[src/rtl/cpu_image_loader_pkg.sv]
// Shared types for the CPU image loader: FSM states, command codes and header field layout.
package cpu_image_loader_pkg;

  typedef enum logic [2:0] {
    S_IDLE,
    S_ADDR,
    S_DATA,
    S_RUN,
    S_DONE
  } state_t;

  typedef enum logic [1:0] {
    CMD_LOAD_I = 2'b00,
    CMD_LOAD_D = 2'b01,
    CMD_RUN    = 2'b10,
    CMD_RSVD   = 2'b11
  } cmd_t;

  localparam int CMD_MSB = 15;
  localparam int CMD_LSB = 14;
  localparam int CNT_MSB = 11;
  localparam int CNT_LSB = 0;
  localparam int CNT_W   = CNT_MSB - CNT_LSB + 1;

  function automatic cmd_t hdr_cmd(input logic [15:0] hdr);
    return cmd_t'(hdr[CMD_MSB:CMD_LSB]);
  endfunction

endpackage

[src/rtl/loader_res_fifo.sv]
// Synchronous result FIFO; push and pop may coincide when full.
module loader_res_fifo #(
  parameter int DEPTH = 4,
  parameter int W     = 16
) (
  input  logic         clk_i,
  input  logic         rst_i,
  input  logic         clr,
  input  logic         push,
  input  logic         pop,
  input  logic [W-1:0] wdata,
  output logic [W-1:0] rdata,
  output logic         full,
  output logic         empty
);

  localparam int AW = $clog2(DEPTH);

  logic [W-1:0] mem [DEPTH];
  logic [AW:0]  wr_ptr, rd_ptr;
  logic         do_push, do_pop;

  assign empty   = (wr_ptr == rd_ptr);
  assign full    = (wr_ptr[AW] != rd_ptr[AW]) && (wr_ptr[AW-1:0] == rd_ptr[AW-1:0]);
  assign do_pop  = pop && !empty;
  assign do_push = push && (!full || do_pop);
  assign rdata   = mem[rd_ptr[AW-1:0]];

  always_ff @(posedge clk_i or posedge rst_i) begin
    if (rst_i) begin
      wr_ptr <= '0;
      rd_ptr <= '0;
    end else if (clr) begin
      wr_ptr <= '0;
      rd_ptr <= '0;
    end else begin
      if (do_push) wr_ptr <= wr_ptr + 1'b1;
      if (do_pop)  rd_ptr <= rd_ptr + 1'b1;
    end
  end

  // NOTE: storage needs no reset; the pointers alone define which entries are valid.
  always_ff @(posedge clk_i) begin
    if (do_push && !clr) mem[wr_ptr[AW-1:0]] <= wdata;
  end

endmodule

[src/rtl/cpu_image_loader.sv]
// Loads CPU instruction/data images from a command stream, runs the CPU and captures Out_R.
// Optional run-cycle timeout is enabled by defining LOADER_TIMEOUT_EN.
module cpu_image_loader
  import cpu_image_loader_pkg::*;
#(
  parameter int          RES_DEPTH      = 4,
  parameter logic [15:0] TIMEOUT_CYCLES = 16'd4096
) (
  input  logic        clk_i,
  input  logic        rst_i,
  input  logic        s_valid,
  output logic        s_ready,
  input  logic [15:0] s_data,
  output logic        ex_iwe,
  output logic        ex_dwe,
  output logic [15:0] ex_iaddr,
  output logic [15:0] ex_idata,
  output logic [15:0] ex_daddr,
  output logic [15:0] ex_ddata,
  output logic        cpu_rst_n,
  input  logic        flag_done,
  input  logic [15:0] Out_R,
  output logic        m_valid,
  input  logic        m_ready,
  output logic [15:0] m_data,
  output logic        busy,
  output logic [15:0] run_cycles,
  output logic        timeout,
  output logic        res_ovf
);

  state_t            state, state_nxt;
  cmd_t              cmd;
  logic              hdr_load, hdr_run, addr_fire, data_fire;
  logic              run_live, timeout_hit, cap_push, fifo_drop;
  logic              fifo_full, fifo_empty;
  logic              sel_d;
  logic [CNT_W-1:0]  remain;
  logic [15:0]       cur_addr, prev_out_r, run_cycles_inc;

  assign cmd            = hdr_cmd(s_data);
  assign s_ready        = (state != S_RUN);
  assign busy           = !(state == S_IDLE || state == S_DONE);
  assign run_live       = (state == S_RUN) && cpu_rst_n;
  assign run_cycles_inc = (run_cycles == 16'hFFFF) ? run_cycles : run_cycles + 16'd1;
  assign cap_push       = (state == S_RUN) && (Out_R != 16'd0) && (Out_R != prev_out_r);
  assign fifo_drop      = cap_push && fifo_full && !(m_ready && !fifo_empty);
  assign m_valid        = !fifo_empty;

`ifdef LOADER_TIMEOUT_EN
  assign timeout_hit = run_live && !flag_done && (run_cycles_inc == TIMEOUT_CYCLES);

  always_ff @(posedge clk_i or posedge rst_i) begin
    if (rst_i)            timeout <= 1'b0;
    else if (hdr_run)     timeout <= 1'b0;
    else if (timeout_hit) timeout <= 1'b1;
  end
`else
  assign timeout_hit = 1'b0;
  assign timeout     = 1'b0;
`endif

  always_ff @(posedge clk_i or posedge rst_i) begin
    if (rst_i) state <= S_IDLE;
    else       state <= state_nxt;
  end

  // NOTE: every always_comb output gets a default first so no path infers a latch.
  always_comb begin
    state_nxt = state;
    hdr_load  = 1'b0;
    hdr_run   = 1'b0;
    addr_fire = 1'b0;
    data_fire = 1'b0;
    unique case (state)
      S_IDLE, S_DONE: begin
        if (s_valid) begin
          unique case (cmd)
            CMD_LOAD_I, CMD_LOAD_D: begin
              hdr_load  = 1'b1;
              state_nxt = S_ADDR;
            end
            CMD_RUN: begin
              hdr_run   = 1'b1;
              state_nxt = S_RUN;
            end
            default: ;
          endcase
        end
      end
      S_ADDR: begin
        if (s_valid) begin
          addr_fire = 1'b1;
          state_nxt = (remain == '0) ? S_IDLE : S_DATA;
        end
      end
      S_DATA: begin
        if (s_valid) begin
          data_fire = 1'b1;
          if (remain == CNT_W'(1)) state_nxt = S_IDLE;
        end
      end
      S_RUN: begin
        if (run_live && flag_done) state_nxt = S_DONE;
        else if (timeout_hit)      state_nxt = S_IDLE;
      end
      default: state_nxt = S_IDLE;
    endcase
  end

  // NOTE: sequential state uses non-blocking assignments so all registers update together.
  always_ff @(posedge clk_i or posedge rst_i) begin
    if (rst_i) begin
      ex_iwe     <= 1'b0;
      ex_dwe     <= 1'b0;
      ex_iaddr   <= '0;
      ex_idata   <= '0;
      ex_daddr   <= '0;
      ex_ddata   <= '0;
      cpu_rst_n  <= 1'b0;
      run_cycles <= '0;
      res_ovf    <= 1'b0;
      sel_d      <= 1'b0;
      remain     <= '0;
      cur_addr   <= '0;
      prev_out_r <= '0;
    end else begin
      ex_iwe     <= 1'b0;
      ex_dwe     <= 1'b0;
      prev_out_r <= Out_R;
      if (hdr_load) begin
        cpu_rst_n <= 1'b0;
        sel_d     <= (cmd == CMD_LOAD_D);
        remain    <= s_data[CNT_MSB:CNT_LSB];
      end
      if (addr_fire) cur_addr <= s_data;
      if (data_fire) begin
        remain   <= remain - CNT_W'(1);
        cur_addr <= cur_addr + 16'd1;
        if (sel_d) begin
          ex_dwe   <= 1'b1;
          ex_daddr <= cur_addr;
          ex_ddata <= s_data;
        end else begin
          ex_iwe   <= 1'b1;
          ex_iaddr <= cur_addr;
          ex_idata <= s_data;
        end
      end
      // A write still on the bus must land before the CPU leaves reset.
      if (hdr_run) begin
        cpu_rst_n  <= !(ex_iwe || ex_dwe);
        run_cycles <= '0;
        res_ovf    <= 1'b0;
      end
      if (state == S_RUN) begin
        if (!cpu_rst_n)     cpu_rst_n  <= 1'b1;
        else if (!flag_done) run_cycles <= run_cycles_inc;
        if (timeout_hit)    cpu_rst_n  <= 1'b0;
      end
      if (fifo_drop) res_ovf <= 1'b1;
    end
  end

  loader_res_fifo #(
    .DEPTH (RES_DEPTH),
    .W     (16)
  ) u_res_fifo (
    .clk_i (clk_i),
    .rst_i (rst_i),
    .clr   (hdr_run),
    .push  (cap_push),
    .pop   (m_ready),
    .wdata (Out_R),
    .rdata (m_data),
    .full  (fifo_full),
    .empty (fifo_empty)
  );

endmodule
[config.mk]
export PLATFORM = sky130hd
export DESIGN_NAME = cpu_image_loader
export DESIGN_NICKNAME = d
export VERILOG_FILES = /design/src/rtl/cpu_image_loader_pkg.sv /design/src/rtl/loader_res_fifo.sv /design/src/rtl/cpu_image_loader.sv
export SDC_FILE = /design/constraint.sdc
export NUM_CORES = 1
export LEC_CHECK = 0
export CAP_MARGIN = 10
export CORE_ASPECT_RATIO = 0.6
export CORE_UTILIZATION = 51
export DETAILED_ROUTE_END_ITERATION = 6
export PLACE_DENSITY = 0.77
export SLEW_MARGIN = 40
export SYNTH_ARGS = -nofsm -noshare
export SYNTH_HDL_FRONTEND = slang
export SYNTH_SLANG_ARGS = --single-unit
export TNS_END_PERCENT = 30
[constraint.sdc]
create_clock -name clk_i -period 7.5 [get_ports clk_i]
set_input_delay 2.25 -clock clk_i [delete_from_list [all_inputs] [get_ports clk_i]]
set_output_delay 2.25 -clock clk_i [all_outputs]
set_load 0.01 [all_outputs]
==> results.sh, run 1 <==
export IMPL_status="finished, final reports clean"
export IMPL_avgViaCountPerCell=6.00
export IMPL_grt_max_degree=82
export IMPL_hold_buffers=0
export IMPL_routed_wl_um=21700
export IMPL_hpwl_um=14700
export IMPL_initialDrtViolationCount=515
export IMPL_top_usage_layer="met1"
export IMPL_drive_above_1_share=0.181
export IMPL_tns_ns=0
export IMPL_clockRootBuffer="clkbuf_16"
export IMPL_finalHoldViolCount=0
export IMPL_grt_pass1_vias=6183
export IMPL_netlist_instances=650
export IMPL_ys_seq_area_frac=0.609
export IMPL_setup_violations=0
export IMPL_grtUsageMet1=0.386
export IMPL_area_growth_pct=25.2
export IMPL_finalHoldWorstSlack_ns=0.505
export IMPL_utilization=0.667
export IMPL_rrSetupSlack_ns=4.58
export IMPL_clk_pin_slew_ns=0.07
export IMPL_ir_drop_v=0.000226
export IMPL_io_pins=141
export IMPL_post_cts_resized=0
export IMPL_worstPathArrival_ns=2.43
export IMPL_die_area_um2=17900
export IMPL_placementRows=36
export IMPL_fp_dieW_um=172
export IMPL_worst_setup_path_end_kind="output pin"
export IMPL_htree_levels=1
export IMPL_cts_tree="built"
export IMPL_crit_required_ns=5.25
export IMPL_core_area_um2=16600
export IMPL_grt_total_usage=0.250
export IMPL_ys_types=72
export IMPL_synth_edff_count=64
export IMPL_syn_avg_cell_area_um2=13.6
export IMPL_nets=831
export IMPL_worstMarginPinSlew_ns=0.841
export IMPL_port_buffers=139
export IMPL_grt_antenna_before_repair=0
export IMPL_drc_errors=0
export IMPL_relSlewSlack=0.434
export IMPL_r2r_cells=4
export IMPL_period_minus_slack_ns=4.68
export IMPL_rsz0062_at_grt="no"
export IMPL_synth_warnings=0
export IMPL_period_share=0.624
export IMPL_wl_per_cell_um=21.1
export IMPL_firstDrtPassIters=5
export IMPL_cts_sinks=202
export IMPL_grt_overflow_total=0
export IMPL_timing_rr_start="state[1]"
export IMPL_powerDensity_nw_per_um2=405
export IMPL_leakage_nw=4.32
export IMPL_drv_slew=0
export IMPL_clock_skew_ns=0.0217
export IMPL_critPathCapture="m_valid"
export IMPL_grt_pass1_wl_um=34400
export IMPL_nFillCells=1201
export IMPL_gp_congestion=0.857
export IMPL_grtUsageMet3=0.0605
export IMPL_crit_type="flop to output pin"
export IMPL_num_antenna_cells=0
export IMPL_crit_fanout=19
export IMPL_synthArstFlopShare=0.683
export IMPL_ys_ff_latch=202
export IMPL_ant_nets=0
export IMPL_rr_endpoint="ex_ddata[4]"
export IMPL_synth_area_um2=8830
export IMPL_cts_path_max_buffers=3
export IMPL_crit_start="u_res_fifo.rd_ptr[1]"
export IMPL_fmax_mhz=214
export IMPL_post_cts_buffers=0
export IMPL_ys_flop_type="dfrtp_1"
export IMPL_initial_core_util=0.533
export IMPL_synthesis_nets=696
export IMPL_maxCapViolCount=0
export IMPL_startpoint_type="flop"
export IMPL_use_met2=0.362
export IMPL_num_vias=6165
export IMPL_cts_made_buffers=20
export IMPL_insertion_delay_ns=0.50
export IMPL_min_path_type="flop to flop"
export IMPL_die_height_um=104
[report_power, final]
part           internal [mW]  total (mW)  switching, mW  leakage, nW
clock                  0.538       0.962          0.424        0.310
sequential              1.47        1.78          0.308         2.22
combinational          0.961        1.74          0.782         1.80
[synth_stat cells, drive strengths merged (7+ instances only)]
| cell | n | area share |
|---|---|---|
| a21oi | 37 | 0.021 |
| a31oi | 8 | 0.0057 |
| buf | 21 | 0.018 |
| clkbuf | 10 | 0.0044 |
| dfrtp | 138 | 0.39 |
| edfxtp | 64 | 0.22 |
| ha | 9 | 0.013 |
| inv | 16 | 0.0071 |
| mux2 | 63 | 0.091 |
| mux4 | 16 | 0.041 |
| nand2 | 43 | 0.020 |
| nand3 | 16 | 0.0091 |
| nand4 | 12 | 0.0085 |
| nor2 | 34 | 0.016 |
| nor3 | 12 | 0.0094 |
| nor4 | 15 | 0.011 |
| o21ai | 27 | 0.015 |
| o22ai | 7 | 0.0050 |
| xnor2 | 17 | 0.017 |
[state kept, by name, indices dropped and copies added, names as in the netlist, 12 cells and up]
signal,count
u_res_fifo.mem,64
cur_addr,16
ex_daddr,16
ex_ddata,16
ex_iaddr,16
ex_idata,16
prev_out_r,16
run_cycles,16
remain,12
[layout by cell type, fill, tap and decap left out, types with 5 or more instances in the layout]
master,instances
nor4_2,5
nor2_1,32
mux2_4,25
nand4_1,12
and4_1,6
mux4_2,16
a21oi_1,37
nor3_1,10
dfrtp_1,137
o22ai_1,7
clkbuf_16,20
mux2_2,38
ha_1,9
nand2_1,40
clkinv_2,8
inv_1,14
nor4_1,9
nand3_1,16
xor2_1,5
a31oi_1,8
and3_1,5
clkdlybuf4s50_1,139
xnor2_1,17
edfxtp_1,64
o21ai_0,27
[metrics by stage]
stage / worst slack [ns] / cell area [um^2] / total power, mW / std cells
after floorplan: 1.55 / 8830 / 2.72 / 650
after global placement: 2.35 / 10400 / 3.42 / 990
after global routing: 2.76 / 11100 / 4.71 / 1027
after detailed placement: 2.15 / 10400 / 3.52 / 991
after CTS: 2.63 / 11000 / 4.49 / 1027
final: 2.82 / 11100 / 4.48 / 1027
[worst max-delay path: stages (launching register included)]
cell,delay (ns)
dfrtp_2,0.70
xor2_1,0.16
or3b_2,0.56
clkdlybuf4s50_1,0.51
[how the worst min path moves through the flow]
stage | startpoint | to | slack [ns] | depth (start not counted)
2_1_floorplan | remain[8] | remain[8] | 0.46 | 1
3_3_place_gp | ex_daddr[6] | ex_daddr[6] | 0.48 | 2
3_5_place_dp | ex_daddr[7] | ex_daddr[7] | 0.49 | 1
4_1_cts | ex_iaddr[12] | ex_iaddr[12] | 0.51 | 1
5_1_grt | ex_iaddr[3] | ex_iaddr[3] | 0.52 | 1
6_report | ex_iaddr[12] | ex_iaddr[12] | 0.50 | 1
[kinds of logic (layout without fill, tap and decap cells)]
logic type	Yosys count	count (layout)	share of synthesized area
AO/OA/AOI/OAI	120	120	0.0863
AND/OR/NAND/NOR	167	167	0.105
buffers and inverters	47	196	0.0292
adder cells (fa/ha/maj)	9	9	0.0128
other	1	1	0.000425
flip-flops	202	202	0.609
multiplexers	82	82	0.135
XOR/XNOR	22	22	0.0218
[metal layers]
metal | vias up | share of wire
met5 | - | 0
met4 | 0 | 0.013
met3 | 29 | 0.085
met2 | 306 | 0.44
met1 | 3124 | 0.47
li1 | 2706 | -
[area by class of cell]
type,instances,area (um^2),share of cell area
flip-flops and latches,202,5380,0.487
multi-input cells,401,3240,0.293
well taps,228,285,0.0258
clock inverters,13,105,0.00951
clock buffers,23,522,0.0472
repair buffers,144,1450,0.131
inverters,16,70.1,0.00634
Note: power is estimated with default switching activity, not from simulation.
==> run 2, diff against run 1 <==
Settings changed: CORE_UTILIZATION 51 to 49.
Clock period 7.5 ns to 3.8 ns, I/O delays scaled along.
==> results.sh, run 2 (same netlist as run 1, synthesis figures left out) <==
export IMPL_rr_endpoint="ex_daddr[5]"
export IMPL_worst_setup_path_end_kind="output pin"
export IMPL_insertion_delay_ns=0.49
export IMPL_min_path_type="flop to flop"
export IMPL_timing_rr_start="state[1]"
export IMPL_layout_common_cells="clkdlybuf4s50_1 (139), dfrtp_1 (138), edfxtp_1 (64), nand2_1 (40), mux2_2 (38)"
export IMPL_placementRows=37
export IMPL_post_cts_buffers=0
export IMPL_startpoint_type="flop"
export IMPL_dpl_cell_area_um2=10500
export IMPL_grt_antenna_before_repair=0
export IMPL_status="finished, final reports clean"
export IMPL_nets=843
export IMPL_core_area_um2=17400
export IMPL_seq_power_share=0.384
export IMPL_area_growth_pct=27.3
export IMPL_drc_errors=0
export IMPL_io_pins=141
export IMPL_crit_start="u_res_fifo.rd_ptr[0]"
export IMPL_ir_drop_v=0.000341
export IMPL_grt_pass1_vias=6176
export IMPL_ant_nets=0
export IMPL_finalHoldViolCount=0
export IMPL_cts_tree="built"
export IMPL_fin_ws_ns=0.268
export IMPL_final_common_cell="clkdlybuf4s50_1"
export IMPL_num_vias=6148
export IMPL_pre_cts_ws_ns=0.296
export IMPL_r2r_cells=4
export IMPL_grt_overflow_total=0
export IMPL_cts_made_buffers=20
export IMPL_setup_violations=0
export IMPL_initial_core_util=0.508
export IMPL_drv_slew=0
export IMPL_netSwitchingPower_mw=2.94
export IMPL_stdcell_area_um2=11200
export IMPL_grt_pass1_wl_um=34400
export IMPL_critPathCapture="m_data[15]"
export IMPL_rsz0062_at_grt="no"
export IMPL_die_height_um=106
export IMPL_htree_levels=1
export IMPL_hold_buffers=0
export IMPL_clockRootBuffer="clkbuf_16"
export IMPL_leakage_nw=4.42
export IMPL_fp_dieW_um=175
export IMPL_worstPathArrival_ns=2.39
export IMPL_netSwitchingFraction=0.326
export IMPL_powerDensity_nw_per_um2=804
export IMPL_port_buffers=139
export IMPL_grt_total_usage=0.239
export IMPL_crit_required_ns=2.66
export IMPL_routed_wl_um=21700
export IMPL_wl_per_cell_um=20.7
export IMPL_period_share=0.930
export IMPL_drive_above_1_share=0.181
export IMPL_comb_power_share=0.387
export IMPL_initialDrtViolationCount=460
export IMPL_die_area_um2=18600
export IMPL_cts_path_max_buffers=3
export IMPL_crit_type="flop to output pin"
export IMPL_firstDrtPassIters=5
export IMPL_avgViaCountPerCell=5.88
export IMPL_p_int_mw=6.09
export IMPL_crit_fanout=16
export IMPL_cts_sinks=202
export IMPL_clkPwrFrac=0.230
export IMPL_fmax_mhz=283
export IMPL_rrSetupSlack_ns=1.61
export IMPL_tns_ns=0
export IMPL_relSlewSlack=0.500
export IMPL_gp_congestion=0.884
export IMPL_hpwl_um=14800
export IMPL_clock_skew_ns=0.00584
export IMPL_num_antenna_cells=0
export IMPL_worstMarginPinSlew_ns=0.747
export IMPL_largest_register_ffs=64
export IMPL_period_minus_slack_ns=3.53
export IMPL_post_cts_resized=0
export IMPL_grt_max_degree=63
export IMPL_maxCapViolCount=0
export IMPL_clk_pin_slew_ns=0.06
run 2: worst min-delay path by stage:
| stage | cells past startpoint | start | slack, ns | to |
|---|---|---|---|---|
| global placement | 2 | ex_daddr[10] | 0.48 | ex_daddr[10] |
| CTS | 1 | ex_ddata[10] | 0.51 | ex_ddata[10] |
| finish | 1 | ex_ddata[10] | 0.51 | ex_ddata[10] |
| floorplan | 1 | remain[8] | 0.46 | remain[8] |
| detailed placement | 1 | ex_ddata[10] | 0.49 | ex_ddata[10] |
| global route | 1 | ex_ddata[9] | 0.52 | ex_ddata[9] |
run 2: power groups by stage:
stage               logic, mW  registers (mW)  clock network (mW)
CTS                      3.51            3.46                2.10
finish                   3.49            3.47                2.07
global route             3.75            3.56                2.19
detailed placement       3.48            3.49                   0
global placement         3.36            3.44                   0
floorplan                1.91            3.47                   0
run 2: area by class of cell:
type / count / area [um^2]
Clock buffer: 33 / 631
Clock inverter: 3 / 65.1
Fill cell: 1269 / 6120
Inverter: 16 / 66.3
Multi-Input combinational cell: 401 / 3210
Sequential cell: 202 / 5380
Tap cell: 234 / 293
Timing Repair Buffer: 156 / 1590
run 2: critical path: stages (launching register included):
cell and delay [ns]:
dfrtp_1 0.44, buf_4 0.36, mux4_2 0.59, clkdlybuf4s50_1 0.50
run 2: through the flow:
stage | power (mW) | hold slack, ns | util | instances
after global placement | 6.81 | 0.482 | 0.607 | 1009
after global routing | 9.50 | 0.518 | 0.647 | 1045
after detailed placement | 6.97 | 0.493 | 0.607 | 1009
final | 9.04 | 0.507 | 0.647 | 1045
after floorplan | 5.38 | 0.460 | - | 650
after CTS | 9.07 | 0.507 | 0.647 | 1045
run 2: per-layer routing:
layer / global-route usage / part of all wire / vias to the layer above
met5: 0 / 0 / -
met2: 0.348 / 0.44 / 290
met1: 0.368 / 0.46 / 3088
met4: 0.0584 / 0.016 / 0
li1: - / - / 2740
met3: 0.0472 / 0.084 / 30
